`src/rtl/ex_stage_pipe_reg_if.sv`:
```
// Valid/ready bus carrying one control bundle and one data bundle between
// two pipeline stages.
interface ex_stage_pipe_reg_if #(
    parameter int CTRL_W = 16,
    parameter int DATA_W = 112
);
    logic              valid;
    logic              ready;
    logic [CTRL_W-1:0] ctrl;
    logic [DATA_W-1:0] data;

    modport master (output valid, output ctrl, output data, input ready);
    modport slave  (input valid, input ctrl, input data, output ready);
endinterface

```
`src/rtl/ex_stage_pipe_reg.sv`:
```
// Elastic EX-stage register: main entry plus one skid entry, registered
// in_ready, bubble-masked control, flush squash and a saturating stall counter.
module ex_stage_pipe_reg #(
    parameter int CTRL_W = 16,
    parameter int DATA_W = 112,
    parameter int CNT_W  = 16
) (
    input  logic                clk,
    input  logic                reset,
    input  logic                flush,
    ex_stage_pipe_reg_if.slave  inBus,
    ex_stage_pipe_reg_if.master outBus,
    output logic [CNT_W-1:0]    stall_cnt
);

    typedef enum logic [1:0] {
        EMPTY = 2'd0,
        ONE   = 2'd1,
        FULL  = 2'd2
    } occ_t;

    localparam logic [CNT_W-1:0] CNT_MAX = '1;

    occ_t              occ;
    logic              inReady_p0;
    logic              mainVld_p1;
    logic [CTRL_W-1:0] mainCtrl_p1;
    logic [DATA_W-1:0] mainData_p1;
    logic              skidVld_p0;
    logic [CTRL_W-1:0] skidCtrl_p0;
    logic [DATA_W-1:0] skidData_p0;
    logic [CNT_W-1:0]  stallCnt_p1;

    logic accIn;
    logic accOut;
    logic stallNow;

    function automatic logic [CNT_W-1:0] satInc(input logic [CNT_W-1:0] cnt,
                                                input logic             en);
        if (en && (cnt != CNT_MAX)) begin
            return cnt + CNT_W'(1);
        end
        return cnt;
    endfunction

    assign accIn    = inBus.valid & inReady_p0;
    assign accOut   = mainVld_p1 & outBus.ready;
    assign stallNow = mainVld_p1 & ~outBus.ready;

    // Control registers are zeroed whenever their slot empties, so an empty
    // slot can never assert RegWrite/MemWr/Branch downstream.
    always_ff @(posedge clk) begin
        if (reset) begin
            occ         <= EMPTY;
            inReady_p0  <= 1'b1;
            mainVld_p1  <= 1'b0;
            mainCtrl_p1 <= '0;
            mainData_p1 <= '0;
            skidVld_p0  <= 1'b0;
            skidCtrl_p0 <= '0;
            skidData_p0 <= '0;
            stallCnt_p1 <= '0;
        end else begin
            stallCnt_p1 <= satInc(stallCnt_p1, stallNow);
            if (flush) begin
                occ         <= EMPTY;
                inReady_p0  <= 1'b1;
                mainVld_p1  <= 1'b0;
                mainCtrl_p1 <= '0;
                skidVld_p0  <= 1'b0;
                skidCtrl_p0 <= '0;
            end else begin
                case (occ)
                    EMPTY: begin
                        if (accIn) begin
                            mainVld_p1  <= 1'b1;
                            mainCtrl_p1 <= inBus.ctrl;
                            mainData_p1 <= inBus.data;
                            occ         <= ONE;
                        end
                    end
                    ONE: begin
                        if (accOut && accIn) begin
                            mainCtrl_p1 <= inBus.ctrl;
                            mainData_p1 <= inBus.data;
                        end else if (accOut) begin
                            mainVld_p1  <= 1'b0;
                            mainCtrl_p1 <= '0;
                            occ         <= EMPTY;
                        end else if (accIn) begin
                            skidVld_p0  <= 1'b1;
                            skidCtrl_p0 <= inBus.ctrl;
                            skidData_p0 <= inBus.data;
                            inReady_p0  <= 1'b0;
                            occ         <= FULL;
                        end
                    end
                    FULL: begin
                        // in_ready is low here, so the skid entry is the only source.
                        if (accOut) begin
                            mainCtrl_p1 <= skidCtrl_p0;
                            mainData_p1 <= skidData_p0;
                            skidVld_p0  <= 1'b0;
                            skidCtrl_p0 <= '0;
                            inReady_p0  <= 1'b1;
                            occ         <= ONE;
                        end
                    end
                    default: begin
                        occ         <= EMPTY;
                        inReady_p0  <= 1'b1;
                        mainVld_p1  <= 1'b0;
                        mainCtrl_p1 <= '0;
                        skidVld_p0  <= 1'b0;
                        skidCtrl_p0 <= '0;
                    end
                endcase
            end
        end
    end

    assign inBus.ready  = inReady_p0;
    assign outBus.valid = mainVld_p1;
    assign outBus.ctrl  = mainCtrl_p1;
    assign outBus.data  = mainData_p1;
    assign stall_cnt    = stallCnt_p1;

endmodule

```
`src/flat_wrapper.sv`:
```
// flat-port wrapper written by rule: the top's interface ports become plain ports
module ex_stage_pipe_reg_flat 
#(
    parameter int CTRL_W = 16,
    parameter int DATA_W = 112,
    parameter int CNT_W  = 16
)
  (clk, reset, flush, stall_cnt, inBus_valid, inBus_ctrl, inBus_data, inBus_ready, outBus_valid, outBus_ctrl, outBus_data, outBus_ready);
  ex_stage_pipe_reg_if #(.CTRL_W(CTRL_W), .DATA_W(DATA_W)) inBus_i ();
  ex_stage_pipe_reg_if #(.CTRL_W(CTRL_W), .DATA_W(DATA_W)) outBus_i ();
  input  logic clk;
  input  logic reset;
  input  logic flush;
  output logic [CNT_W-1:0] stall_cnt;
  input wire logic [$bits(inBus_i.valid)-1:0] inBus_valid;
  input wire logic [$bits(inBus_i.ctrl)-1:0] inBus_ctrl;
  input wire logic [$bits(inBus_i.data)-1:0] inBus_data;
  output wire logic [$bits(inBus_i.ready)-1:0] inBus_ready;
  output wire logic [$bits(outBus_i.valid)-1:0] outBus_valid;
  output wire logic [$bits(outBus_i.ctrl)-1:0] outBus_ctrl;
  output wire logic [$bits(outBus_i.data)-1:0] outBus_data;
  input wire logic [$bits(outBus_i.ready)-1:0] outBus_ready;
  assign inBus_i.valid = inBus_valid;
  assign inBus_i.ctrl = inBus_ctrl;
  assign inBus_i.data = inBus_data;
  assign inBus_ready = inBus_i.ready;
  assign outBus_valid = outBus_i.valid;
  assign outBus_ctrl = outBus_i.ctrl;
  assign outBus_data = outBus_i.data;
  assign outBus_i.ready = outBus_ready;
  ex_stage_pipe_reg #(.CTRL_W(CTRL_W), .DATA_W(DATA_W), .CNT_W(CNT_W)) u_core (.clk(clk), .reset(reset), .flush(flush), .inBus(inBus_i), .outBus(outBus_i), .stall_cnt(stall_cnt));
endmodule
```
`config.mk`:
```
export PLATFORM = sky130hd
export DESIGN_NAME = ex_stage_pipe_reg_flat
export DESIGN_NICKNAME = d
export VERILOG_FILES = /design/src/rtl/ex_stage_pipe_reg_if.sv /design/src/rtl/ex_stage_pipe_reg.sv /design/src/flat_wrapper.sv
export SDC_FILE = /design/constraint.sdc
export NUM_CORES = 1
export LEC_CHECK = 0
export ABC_CLOCK_PERIOD_IN_PS = 1600
export CORE_ASPECT_RATIO = 0.5
export CORE_MARGIN = 10
export CORE_UTILIZATION = 40
export DETAILED_ROUTE_END_ITERATION = 10
export PLACE_DENSITY = 0.71
export SLEW_MARGIN = 20
export SYNTH_ARGS = -nofsm -noshare
export SYNTH_HDL_FRONTEND = slang
export SYNTH_SLANG_ARGS = --single-unit
```
`constraint.sdc`:
```
create_clock -name clk -period 1.6 [get_ports clk]
set_input_delay 0.32 -clock clk [delete_from_list [all_inputs] [get_ports clk]]
set_output_delay 0.32 -clock clk [all_outputs]
set_load 0.05 [all_outputs]
```
### After elaboration in Yosys (flattened, before gate mapping)

Index checks and enable logic that the tools add are counted.

| word-level totals | value |
|---|---|
| flip-flop bits (word level) | 276 |
| input bits | 133 |
| memories | 0 |
| word-level logic and storage cells | 71 |
| memory bits (writable) | 0 |
| memory bits (read-only) | 0 |
| latch bits | 0 |

| cells by class | value |
|---|---|
| reductions and logical operators | 11 |
| bitwise gates (word level) | 9 |
| multiplexer cells | 30 |
| $lt $le $gt $ge | 0 |
| shift operators | 0 |
| equality and inequality tests | 12 |
| add/subtract/negate cells | 1 |
| $mul | 0 |
| divide/modulo/power cells | 0 |

Operator list:

| cell | number |
|---|---|
| 112-bit two-way mux | 3 |
| 112-bit one-hot mux with 3 select lines | 1 |
| 16-bit two-way mux | 7 |
| 16-bit one-hot mux with 3 select lines | 2 |
| 16-bit by 1-bit adder with 16-bit output (second input constant) | 1 |
| 16-bit inequality test (second input constant) | 1 |
| 5-bit AND reduction | 3 |
| 2-bit two-way mux | 5 |
| 2-bit by 1-bit inequality test with 1-bit output (second input constant) | 5 |
| 1-bit two-way mux | 9 |
| 4-bit AND reduction | 2 |
| 3-bit by 1-bit inequality test with 1-bit output (second input constant) | 2 |
| 1-bit inverter | 6 |
| 1-bit one-hot mux with 3 select lines | 2 |
| 2-bit one-hot mux with 3 select lines | 1 |
| 2-bit inequality test (second input constant) | 2 |
| 1-bit bitwise AND | 3 |
| 3-bit AND reduction | 1 |
| 3-bit nonzero test | 1 |
| 2-bit by 1-bit == test with 1-bit output (second input constant) | 1 |
| 2-bit == test (second input constant) | 1 |
| 1-bit logical AND | 2 |
| 2-bit zero test | 1 |
| 2-bit OR reduction | 1 |

### Logic depth before layout (Yosys ltp)

| logic depth | value |
|---|---|
| word-level depth | 5 |
| mapped depth | 8 |
| mapped depth without buffers | 5 |

### Worst setup path after synthesis

Ideal clock, no wire load.

| timing path | value |
|---|---|
| kind | flip-flop to flip-flop |
| start | reg u_core.stallCnt_p1[1] (netlist: u_core.stall_cnt[1]) |
| end | reg u_core.stallCnt_p1[12] (netlist: u_core.stall_cnt[12]) |
| slack | -0.579 ns |
| arrival time | 2.108 ns |
| cell stages (with the launch flop) | 7 |
| setup time | 0.070 ns |
| data required time | 1.530 ns |
| path through | dfxtp_1 > ha_1 > nand3_1 > or3_1 > clkbuf_1 > or4_1 > a21oi_1 |

| on the way | value |
|---|---|
| word-level cells in the longest chain between the ends | 4 |
| elaborated cells between the ends (all ways) | 6 |

RTL lines:

| element | line | text |
|---|---|---|
| start: declaration | ex_stage_pipe_reg.sv:32 | `logic [CNT_W-1:0] stallCnt_p1;` |
| start signal: assignment | ex_stage_pipe_reg.sv:64 | `stallCnt_p1 <= satInc(stallCnt_p1, stallNow);` |
| branches (longest 4 deep; another with 16-bit by 1-bit adder with 16-bit output) | n/a |  |

Parallel ways; which one is timed is not known. The select of a mux whose other input is x is not followed.
A chain may end at the register's enable or synchronous reset.

### Worst setup path in the final report

| timing path | value |
|---|---|
| start | reg u_core.mainVld_p1 (netlist: u_core.outBus.valid) |
| end | reg u_core.skidData_p0[49] |

| on the way | value |
|---|---|
| word-level cells in the longest chain between the ends | 4 |
| elaborated cells between the ends (all ways) | 5 |

RTL lines:

| element | line | text |
|---|---|---|
| start: declaration | ex_stage_pipe_reg.sv:26 | `logic mainVld_p1;` |
| start signal: assignment | ex_stage_pipe_reg.sv:56 | `mainVld_p1 <= 1'b0;` |
| start signal: assignment | ex_stage_pipe_reg.sv:68 | `mainVld_p1 <= 1'b0;` |
| start signal: assignment | ex_stage_pipe_reg.sv:76 | `mainVld_p1 <= 1'b1;` |
| 1-bit bitwise AND (*) | ex_stage_pipe_reg.sv:47 | `assign accOut = mainVld_p1 & outBus.ready;` |
| 1-bit logical AND | ex_stage_pipe_reg.sv:83 | `if (accOut && accIn) begin` |
| 1-bit inverter (no source line) | n/a |  |
| 5-bit AND reduction (no source line) (*) | n/a |  |
| end signal: assignment | ex_stage_pipe_reg.sv:93 | `skidData_p0 <= inBus.data;` |
| end: declaration | ex_stage_pipe_reg.sv:31 | `logic [DATA_W-1:0] skidData_p0;` |

Mark *: on every way between the ends. The rest lies on a longest branch, timed or not.

==> flow_metrics.py <==
metrics = {
    "place": {
        "place_ws_ns": -0.892,
        "place.gp.congestion": 0.863,
        "dp_hpwl_mm": 26.2,
        "numPortBuffers": 278,
    },
    "power": {
        "switchingPower_w": 0.00492,
        "power_w": 0.0175,
        "p_seq_share_pct": 41.7,
        "ir_worst_vdd_v": 0.000806,
        "p_leak_nw": 7.11,
        "clockPowerShare_pct": 38.7,
        "comb_power_share_pct": 19.6,
        "power_density_nw_per_um2": 992,
        "switching_share_pct": 28.1,
        "p_int_w": 0.0126,
    },
    "worst_setup_path": {
        "end_kind": "flip-flop",
        "crit_type": "flip-flop to flip-flop",
        "crit_arrival_ns": 2.20,
        "required_ns": 2.05,
        "cp-start-kind": "flip-flop",
        "cp_max_fo": 26,
    },
    "clock_network": {
        "cts_tree": "built",
        "cts_hold_buf": 0,
        "clk_pin_slew_worst_paths_ns": 0.07,
        "clk_latency_ns": 0.54,
        "root_buffer": "clkbuf_16",
        "htreeDepth": 1,
        "clock_sinks": 276,
        "cts_buffers": 26,
        "clock_path_buffers": 3,
    },
    "global_routing": {
        "grt_pass1_wl_mm": 60.1,
        "grt_start_max_net_pins": 93,
        "grt_overflow": 0,
        "grt_pass1_vias": 10963,
        "grt.total_usage_pct": 20.0,
        "antenna_found_initial": 3,
    },
    "routing": {
        "vias": 11309,
        "wl_mm": 41.2,
        "drtIter0Drc": 927,
        "drc_errors": 0,
        "ant_nets": 0,
        "wl_per_cell_um": 20.4,
        "drt_first_pass_iters": 5,
        "avgViaCountPerCell": 5.62,
    },
    "timing": {
        "setup_ws_ns": -0.148,
        "tightest_slew_ns": 0.536,
        "drv_slew": 0,
        "setup_viol": 190,
        "max-slew-margin-rel_pct": 64.1,
        "fin_crit_ns": 1.75,
        "fmax_ghz": 0.572,
        "hold_viol": 0,
        "rsz0062_at_grt": "true",
        "period_share_pct": 109,
        "skew_ns": 0.0126,
    },
    "status": {
        "outcome": "finished with violations",
        "violations": "negative setup slack",
    },
    "finish": {
        "final_cell_mix": "256 x dfxtp_1, 225 x nand2_1, 211 x buf_4",
        "multiInputGateArea_um2": 6110,
        "areaGrowthSynthToFinish_pct": 53.5,
        "regArea_um2": 5580,
        "final_common_cell": "dfxtp_1",
        "drive_gt1_share_pct": 31.0,
        "fill_cells": 2223,
        "nets": 1744,
    },
    "floorplanning": {
        "core.rowCount": 43,
        "die_x_um": 260,
        "fp.dieH_um": 140,
        "coreArea_um2": 28000,
        "start_util_pct": 41.1,
        "die_area_um2": 36400,
        "io_pins": 279,
    },
    "hold_path": {
        "hp-class": "primary input to flip-flop",
    },
    "logic_synthesis": {
        "yosysWarnings": 0,
        "yosys.cell_types.count": 46,
        "yosys.area_share.adder_pct": 0.109,
        "ys_seq_area_share_pct": 48.0,
        "synthTopCellsByArea": "dfxtp_1 48%, a21oi_1 12%, mux2i_1 9.9%",
        "syn-num-nets": 1421,
        "synth_largest_area_cell": "dfxtp_1",
        "synth_top_family_by_area": "compound AO/OA/AOI/OAI gates",
        "netlist_area_um2": 11500,
        "syn_area_per_cell_um2": 8.94,
        "synth_edf_count": 0,
        "synth_compound_area_share_pct": 23.7,
        "synth-main-ff-cell": "dfxtp_1",
        "synthArstFlopShare_pct": 0,
        "synth-seq-cells": 276,
        "netlist.area_leader.share_pct": 48.0,
        "synth_xor_area_share_pct": 0,
        "synth_cells": 1287,
        "synth-simple-area-share_pct": 12.4,
        "synthMuxAreaShare_pct": 10.1,
    },
    "run": {
        "maxCapViolCount": 0,
    },
}
cells by family (layout without fill, tap and decap cells):
logic type / after synthesis / count (layout)
buffers and inverters: 139 / 480
other: 0 / 3
AOI/OAI and AO/OA: 437 / 437
and+or+nand+nor: 318 / 319
adders and majority gates: 1 / 1
muxes: 116 / 116
DFF: 276 / 276
registers in the layout, summed over array words and instances (netlist names):
register and flops:
u_core.outBus.ctrl 16, u_core.inBus.ready 1, u_core.outBus.valid 1, u_core.skidCtrl_p0 16
u_core.stall_cnt 16, u_core.outBus.data 112, u_core.occ 2, u_core.skidData_p0 112
cells in the mapped netlist, drive strengths merged (3+ instances only):
master / n
buf: 47
nor4: 4
or4: 7
clkbuf: 87
nor3: 3
a31oi: 3
o31ai: 6
dfxtp: 276
nand4: 4
or3: 7
nand3: 21
a21oi: 269
nand2b: 5
nand2: 230
mux2i: 114
a311oi: 113
a22oi: 17
nor2: 11
o21ai: 19
inv: 5
nand4b: 16
stage by stage:
step / setup TNS [ns] / cells / hold WS [ns] / utilization [%] / instance area (um^2)
after floorplan: -25.99 / 1287 / 0.431 / - / 11700
after global routing: -21.69 / 2014 / 0.0516 / 63.0 / 17700
after detailed placement: -164.87 / 1923 / 0.443 / 54.3 / 15200
after global placement: -152.89 / 1923 / 0.437 / 54.3 / 15200
final: -10.14 / 2014 / 0.0711 / 63.0 / 17700
after CTS: -6.23 / 1985 / 0.0483 / 59.5 / 16700
final cells by class:
cell class,instances,area share [%]
multi-input combinational,873,34.6
sequential,276,31.6
timing repair buffer,428,25.7
clock buffer,37,4.43
tap,382,2.71
clock inverter,10,0.878
inverter,5,0.135
antenna,3,0.0425
power groups by stage:
stage | Sequential (W) | Combinational, W | Clock (W)
5_1_grt | 0.00734 | 0.00360 | 0.00717
6_report | 0.00732 | 0.00343 | 0.00678
2_1_floorplan | 0.00818 | 0.000909 | 0
3_5_place_dp | 0.00745 | 0.00283 | 0
3_3_place_gp | 0.00744 | 0.00279 | 0
4_1_cts | 0.00730 | 0.00305 | 0.00692
path summary, 6_finish.rpt:
kind	from	to	slack, ns	depth (start not counted)
min	reset	u_core.skidData_p0[2]	0.07	2
min reg2reg	u_core.skidData_p0[36]	u_core.skidData_p0[36]	0.45	2
max reg2reg	u_core.outBus.valid	u_core.skidData_p0[49]	-0.15	7
max	u_core.outBus.valid	u_core.skidData_p0[49]	-0.15	7
worst max-delay path: stages (launching register included):
cell and delay (ns):
dfxtp_4 0.37, and2_4 0.16, buf_4 0.13, nor4_4 0.33, buf_12 0.20, buf_12 0.18
nand2_1 0.08, a21oi_1 0.18
routing by layer:
metal | wire length [um] | track usage (%) | part of all wire [%] | up-vias
li1 | - | - | - | 5371
met1 | 16100 | 22.4 | 39 | 5485
met2 | 21200 | 36.4 | 52 | 339
met3 | 1860 | 3.37 | 4.5 | 114
met4 | 1950 | 9.40 | 4.7 | 0
met5 | 0 | 0 | 0 | -
timing repair:
action | in CTS | in global routing
pin swaps | 14 | 67
setup buffers | 10 | 13
gates resized for setup | 52 | 134
cloned | 6 | 14
setup endpoints to repair | 265 | 270
(Power assumes the default switching activity.)
